==> config.mk <==
export PLATFORM = sky130hd
export DESIGN_NAME = btn_mmio_rx
export DESIGN_NICKNAME = d
export VERILOG_FILES = /design/src/rtl/btn_mmio_rx.sv
export SDC_FILE = /design/constraint.sdc
export NUM_CORES = 1
export LEC_CHECK = 0
export CORE_MARGIN = 2
export CORE_UTILIZATION = 57
export DETAILED_ROUTE_END_ITERATION = 8
export GPL_ROUTABILITY_DRIVEN = 0
export PLACE_DENSITY = 0.86
export SYNTH_ARGS = -nofsm -noshare
export SYNTH_HDL_FRONTEND = slang
export SYNTH_SLANG_ARGS = --single-unit
==> constraint.sdc <==
create_clock -name clk -period 2.6 [get_ports clk]
set_input_delay 0.39 -clock clk [delete_from_list [all_inputs] [get_ports clk]]
set_output_delay 0.39 -clock clk [all_outputs]
set_load 0.05 [all_outputs]
==> src/rtl/btn_mmio_rx.sv <==
// rtl/btn_mmio_rx.sv - button synchronizer/debouncer with MMIO level, event, count and mask registers
module btn_mmio_rx #(
    parameter int          NUM_BTNS        = 5,
    parameter int          DEBOUNCE_CYCLES = 500000,
    parameter logic [11:0] BASE_ADDR       = 12'd1000
) (
    input  logic                clk,
    input  logic                rst_n,
    input  logic                wEn,
    input  logic [11:0]         addr,
    input  logic [31:0]         dataIn,
    output logic [31:0]         dataOut,
    output logic                hit,
    input  logic [NUM_BTNS-1:0] btn,
    output logic                irq
);

    localparam int            CW      = $clog2(DEBOUNCE_CYCLES);
    localparam logic [CW-1:0] CNT_MAX = CW'(DEBOUNCE_CYCLES - 1);

    logic [NUM_BTNS-1:0] sync1;
    logic [NUM_BTNS-1:0] sync2;
    logic [NUM_BTNS-1:0] deb;
    logic [NUM_BTNS-1:0] deb_d;
    logic [NUM_BTNS-1:0] evt;
    logic [NUM_BTNS-1:0] mask;
    logic [NUM_BTNS-1:0] press;
    logic [CW-1:0]       dcnt [NUM_BTNS];
    logic [15:0]         cnt;

    logic [11:0] offs;
    logic [1:0]  sel;
    logic        wr_evt;
    logic        wr_cnt;
    logic        wr_mask;
    logic        unused_din;

    // Offset decode keeps the window compare free of carry-out corner cases.
    assign offs    = addr - BASE_ADDR;
    assign hit     = (offs[11:2] == 10'd0);
    assign sel     = offs[1:0];
    assign wr_evt  = wEn && hit && (sel == 2'd1);
    assign wr_cnt  = wEn && hit && (sel == 2'd2);
    assign wr_mask = wEn && hit && (sel == 2'd3);

    assign press      = deb & ~deb_d;
    assign irq        = |(evt & mask);
    assign unused_din = &{1'b0, dataIn[31:16]};

    always_comb begin
        dataOut = 32'd0;
        if (hit) begin
            case (sel)
                2'd0:    dataOut[NUM_BTNS-1:0] = deb;
                2'd1:    dataOut[NUM_BTNS-1:0] = evt;
                2'd2:    dataOut[15:0]         = cnt;
                default: dataOut[NUM_BTNS-1:0] = mask;
            endcase
        end
    end

    always_ff @(posedge clk) begin
        if (!rst_n) begin
            sync1 <= '0;
            sync2 <= '0;
            deb   <= '0;
            deb_d <= '0;
            evt   <= '0;
            mask  <= '0;
            cnt   <= 16'd0;
            for (int i = 0; i < NUM_BTNS; i++) begin
                dcnt[i] <= '0;
            end
        end else begin
            sync1 <= btn;
            sync2 <= sync1;
            deb_d <= deb;
            for (int i = 0; i < NUM_BTNS; i++) begin
                if (sync2[i] == deb[i]) begin
                    dcnt[i] <= '0;
                end else if (dcnt[i] == CNT_MAX) begin
                    deb[i]  <= ~deb[i];
                    dcnt[i] <= '0;
                end else begin
                    dcnt[i] <= dcnt[i] + CW'(1);
                end
            end
            // A press landing with a W1C clear keeps its flag.
            evt <= (evt & ~(wr_evt ? dataIn[NUM_BTNS-1:0] : '0)) | press;
            if (wr_cnt) begin
                cnt <= dataIn[15:0];
            end else if (press[0]) begin
                cnt <= cnt + 16'd1;
            end
            if (wr_mask) begin
                mask <= dataIn[NUM_BTNS-1:0];
            end
        end
    end

endmodule

### Yosys cells after proc, flatten, opt, wreduce, memory -nomap -nowiden

Memory sizes are Yosys's and may differ from the RTL's.
Cells that the tools add are included.

* $add $sub $neg: 7
* eq/ne operators: 13
* mux-type cells: 77
* bitwise operators: 31
* reduce and logical (&&, ||, !) cells: 13

Operators with widths (number)
* 19-bit two-way mux: 15
* 19-bit by 1-bit adder with 19-bit output (second input constant): 5
* 19-bit == test (second input constant): 5
* 1-bit two-way mux: 56
* 16-bit two-way mux: 3
* 16-bit by 1-bit adder with 16-bit output (second input constant): 1
* 5-bit AND: 3
* 1-bit bitwise OR: 15
* 5-bit one-hot mux with 3 select lines: 1
* 12-bit by 10-bit subtractor with 12-bit output (second input constant): 1
* 11-bit two-way mux: 1
* 10-bit logical NOT: 1
* 1-bit NOT: 10
* 5-bit NOT: 2
* 2-bit AND reduction: 5
* 1-bit == test: 5
* 5-bit two-way mux: 1
* 5-bit bitwise OR: 1
* 5-bit OR reduction: 1
* 2-bit == test (second input constant): 2
* 1-bit logical AND: 4
* 2-bit by 1-bit == test with 1-bit output (second input constant): 1
* 2-bit logical NOT: 1
* 2-bit nonzero test: 1

* flip-flop bits (word level): 46
* bits in writable memories: 95
* output and inout bits: 34
* word-level logic and storage cells: 153
* memories kept: 1

Memory list
* dcnt: depth 5, width 19, read ports 5, clocked after Yosys merged registers in 0, write ports 5, RTL line 28 `logic [CW-1:0] dcnt [NUM_BTNS];`

### Longest topological paths before layout

Gate-level depths: netlist of the first run.

* depth after elaboration: 8
* gate-level depth with buffers: 7
* mapped depth without buffers: 6

### Worst setup path after synthesis of the first run

Ideal clock, no wire load.

* kind: in2out
* start: in addr[3]
* end: out dataOut[14]
* arrival time: 2.332 ns
* required time: 2.210 ns
* setup slack: -0.122 ns
* stages: 5
* path buffers: 0
* path through: inv_1 > ha_1 > or3_4 > a21o_4 > nor3_1

* longest elaborated chain between the ends: 3

RTL lines
* start: declaration: RTL line 10 `input logic [11:0] addr,`
* 12-bit by 10-bit subtractor with 12-bit output: RTL line 39 `assign offs = addr - BASE_ADDR;`
* 10-bit logical NOT: RTL line 40 `assign hit = (offs[11:2] == 10'd0);`
* 16-bit two-way mux: RTL line 52 `if (hit) begin`
* end: declaration: RTL line 12 `output logic [31:0] dataOut,`

No other way between the ends.

### Final worst setup path of the first run

* start: in addr[6]
* end: out dataOut[11]

The elaborated chain is that of the path after synthesis.

==> results of run 1 <==
## worst max-delay path, delay by kind of cell
| family | cells | cell delay [ps] |
|---|---|---|
| and+or+nand+nor | 3 | 580 |
| AOI/OAI and AO/OA | 1 | 330 |
| buffers and inverters | 3 | 790 |
## Yosys cell counts, types with 7 or more instances
master    count  area share
a21oi_1       9      0.0061
and2_1       21       0.018
and3_1       11      0.0093
and4_1        8      0.0095
buf_4        17       0.017
clkbuf_1     12      0.0061
dfxtp_1      46        0.12
edfxtp_1     95        0.39
ha_1          7       0.012
inv_1        23       0.012
mux2i_1      11       0.015
nand2_1      51       0.026
nand3_1      43       0.029
nand4_1      31       0.026
nor2_1      125       0.063
nor2b_1      13       0.011
nor3_1       16       0.011
o211a_1       7      0.0095
o21ai_0       9      0.0061
xnor2_1      43       0.051
xor2_1       62       0.073
## registers in the layout, indices dropped and copies added (netlist names)
| signal | count |
|---|---|
| dcnt | 95 |
| sync1 | 5 |
| deb | 5 |
| evt | 5 |
| sync2 | 5 |
| deb_d | 5 |
| cnt | 16 |
| mask | 5 |
## logic make-up after synthesis
logic type	Yosys count
XOR/XNOR	105
AND/OR/NAND/NOR	352
flip-flops	141
AO/OA/AOI/OAI	41
buffers and inverters	60
multiplexers	16
other	2
adder cells (fa/ha/maj)	7
## final timing paths
kind / slack, ps / startpoint / endpoint / depth (start not counted)
worst max register to register: 570 / dcnt[2][0] / dcnt[2][3] / 6
worst min-delay path: 440 / sync1[2] / sync2[2] / 1
worst max-delay path: 120 / addr[6] / dataOut[11] / 7
worst min register to register: 440 / sync1[2] / sync2[2] / 1
## what timing repair did
action | in CTS | in global routing
cloned | 1 | 0
pin swaps | 4 | 4
endpoints found under the setup margin | 10 | 16
resized for setup | 21 | 9
buffers inserted | 2 | 0
## metrics by stage
stage	cell area [um2]	setup TNS [ps]	setup slack, ps	std cells	utilization
2_1_floorplan	7810	0	197	833	-
5_1_grt	9260	0	79.1	1065	0.734
6_report	9260	0	125	1065	0.734
3_3_place_gp	8560	-1080	-69.8	1030	0.678
3_5_place_dp	8560	-1250	-84.5	1030	0.678
4_1_cts	9230	0	15.4	1065	0.732
## metal layers
layer	part of all wire	vias up	global-route usage
met4	0.018	0	0.0964
met2	0.50	131	0.382
met1	0.43	2593	0.271
li1	-	2716	-
met5	0	-	0
met3	0.046	25	0.0552
## power groups by stage
stage               logic [mW]  registers, mW  clock network, mW
finish                   0.282           2.54               2.40
global route             0.311           2.55               2.53
CTS                      0.273           2.54               2.42
detailed placement       0.268           2.58                  0
global placement         0.264           2.58                  0
floorplan                0.210           2.56                  0
## cell type report
cell class | count | area [um2]
multi-input cells | 632 | 3790
flip-flops and latches | 141 | 3770
fillers | 859 | 3360
repair buffers | 65 | 801
clock buffers | 23 | 510
well taps | 172 | 215
inverters | 23 | 86.3
clock inverters | 9 | 80.1
==> summary.md, run 1 <==
| Metric | Value |
|---|---|
| Status | `finished clean` |
| Synth Area in Simple Gates | `0.239` |
| Worst skew pair latency | `420 ps` |
| Endpoint type of the worst setup path | `output port` |
| Worst Path Arrival | `2090 ps` |
| Mean number of vias per cell | `5.13` |
| Synth Cell Area | `7390 um2` |
| Cells along the critical path | `clkdlybuf4s50_1, nand2_1, or3_4, a211oi_4, buf_6, and2_4, buf_12` |
| Synth Area in XOR/XNOR | `0.124` |
| Period minus WS final | `2480 ps` |
| Die ar. | `13900 um2` |
| Root buf cell | `clkbuf_16` |
| Routed wire per std cell | `14.3 um` |
| Comb pwr share | `0.054` |
| Total global routing overflow | `0` |
| Vias in the first global route | `5356` |
| Synth warn | `0` |
| Ant. Diodes | `0` |
| Fin. max-slew vios | `0` |
| Dpl hpwl | `10.1 mm` |
| Post-synthesis register bit count | `141` |
| Most frequent cells in the layout | `nor2_1 (125), conb_1 (111), edfxtp_1 (95), xor2_1 (62), nand2_1 (51)` |
| Yosys cell types | `49` |
| Iteration-0 DRC Markers | `390` |
| Row cnt | `41` |
| Initial antenna violation count | `0` |
| Initial DRT Pass Iterations | `4` |
| Primary FF master, synth | `edfxtp_1` |
| P_sw | `1.16 mW` |
| Max Cap Violations | `0` |
| Post-Synthesis Cells | `724` |
| CP Launch Type | `input port` |
| Setup CP Type | `in -> out` |
| Synth Area per Inst | `10.2 um2` |
| Switching Share | `0.223` |
| Total power | `5.22 mW` |
| Number of synthesized flops with an enable pin | `95` |
| Sequential cell fraction of total power | `0.486` |
| Adder-Cell Fraction of Synth Area | `0.0118` |
| Layout Nets | `939` |
| Die Height | `118 um` |
| Peak supply drop | `0.000322 V` |
| Fin crit share | `0.952` |
| Power Dens Cells | `564 nW/um2` |
| Post-synthesis mux area share | `0.0301` |
| Via count | `5465` |
| Hold Slack | `437 ps` |
| Internal power | `4.06 mW` |
| DRT Wirelength | `15.2 mm` |
| Deepest clock path buffer count | `2` |
| Fmax | `0.404 GHz` |
| Slowest CP cell | `clkdlybuf4s50_1` |
| CP max FO | `5` |
| RSZ-0062 raised after global routing | `no` |
| Hold_buf cts | `0` |
| Layout cells sized above 1 | `0.105` |
| Worst path required time | `2210 ps` |
| Commonest non-fill, non-tap cell in the layout | `nor2_1` |
| Final setup skew | `6.77 ps` |
| Worst-Margin Slew | `653 ps` |
| Ys async rst share | `0` |
| CTS sink cnt | `141` |
| Clock share of power | `0.460` |
| Global-route wire length before repair | `24.9 mm` |
| Post-route ant nets | `0` |
| CTS Buf Count | `17` |
| Area of the core | `12600 um2` |
| Largest net degree at the start of global routing | `31` |
| Largest family of logic cells by synthesized area | `simple AND/OR/NAND/NOR gates` |
| H-tree depth | `4` |
| Clock transition at path regs | `60 ps` |
| Final setup fails | `0` |
| Final hold violation count | `0` |
| CP max stage delay | `490 ps` |
| Compound-gate portion of the synthesized area | `0.0413` |
| Pleak | `3.63 nW` |
| Post-synthesis sequential area ratio | `0.510` |
| Ports | `86` |
| Width of the chip | `118 um` |
| Layout area overhead | `25.2%` |
| Slew margin rel. | `0.563` |
| CTS tree | `yes` |
| Total GRT Usage | `0.224` |
| Initial Util | `0.586` |
| Hold crit path type | `reg -> reg` |
| DRC | `0` |
| Port bufs | `53` |
Note: power is estimated with default switching activity, not from simulation.
==> run 2: changes to the inputs <==
CTS_CLUSTER_DIAMETER = 200   (was default)
==> results of run 2 <==
Same layout as run 1: the final DEF is identical, and so are final timing and power.
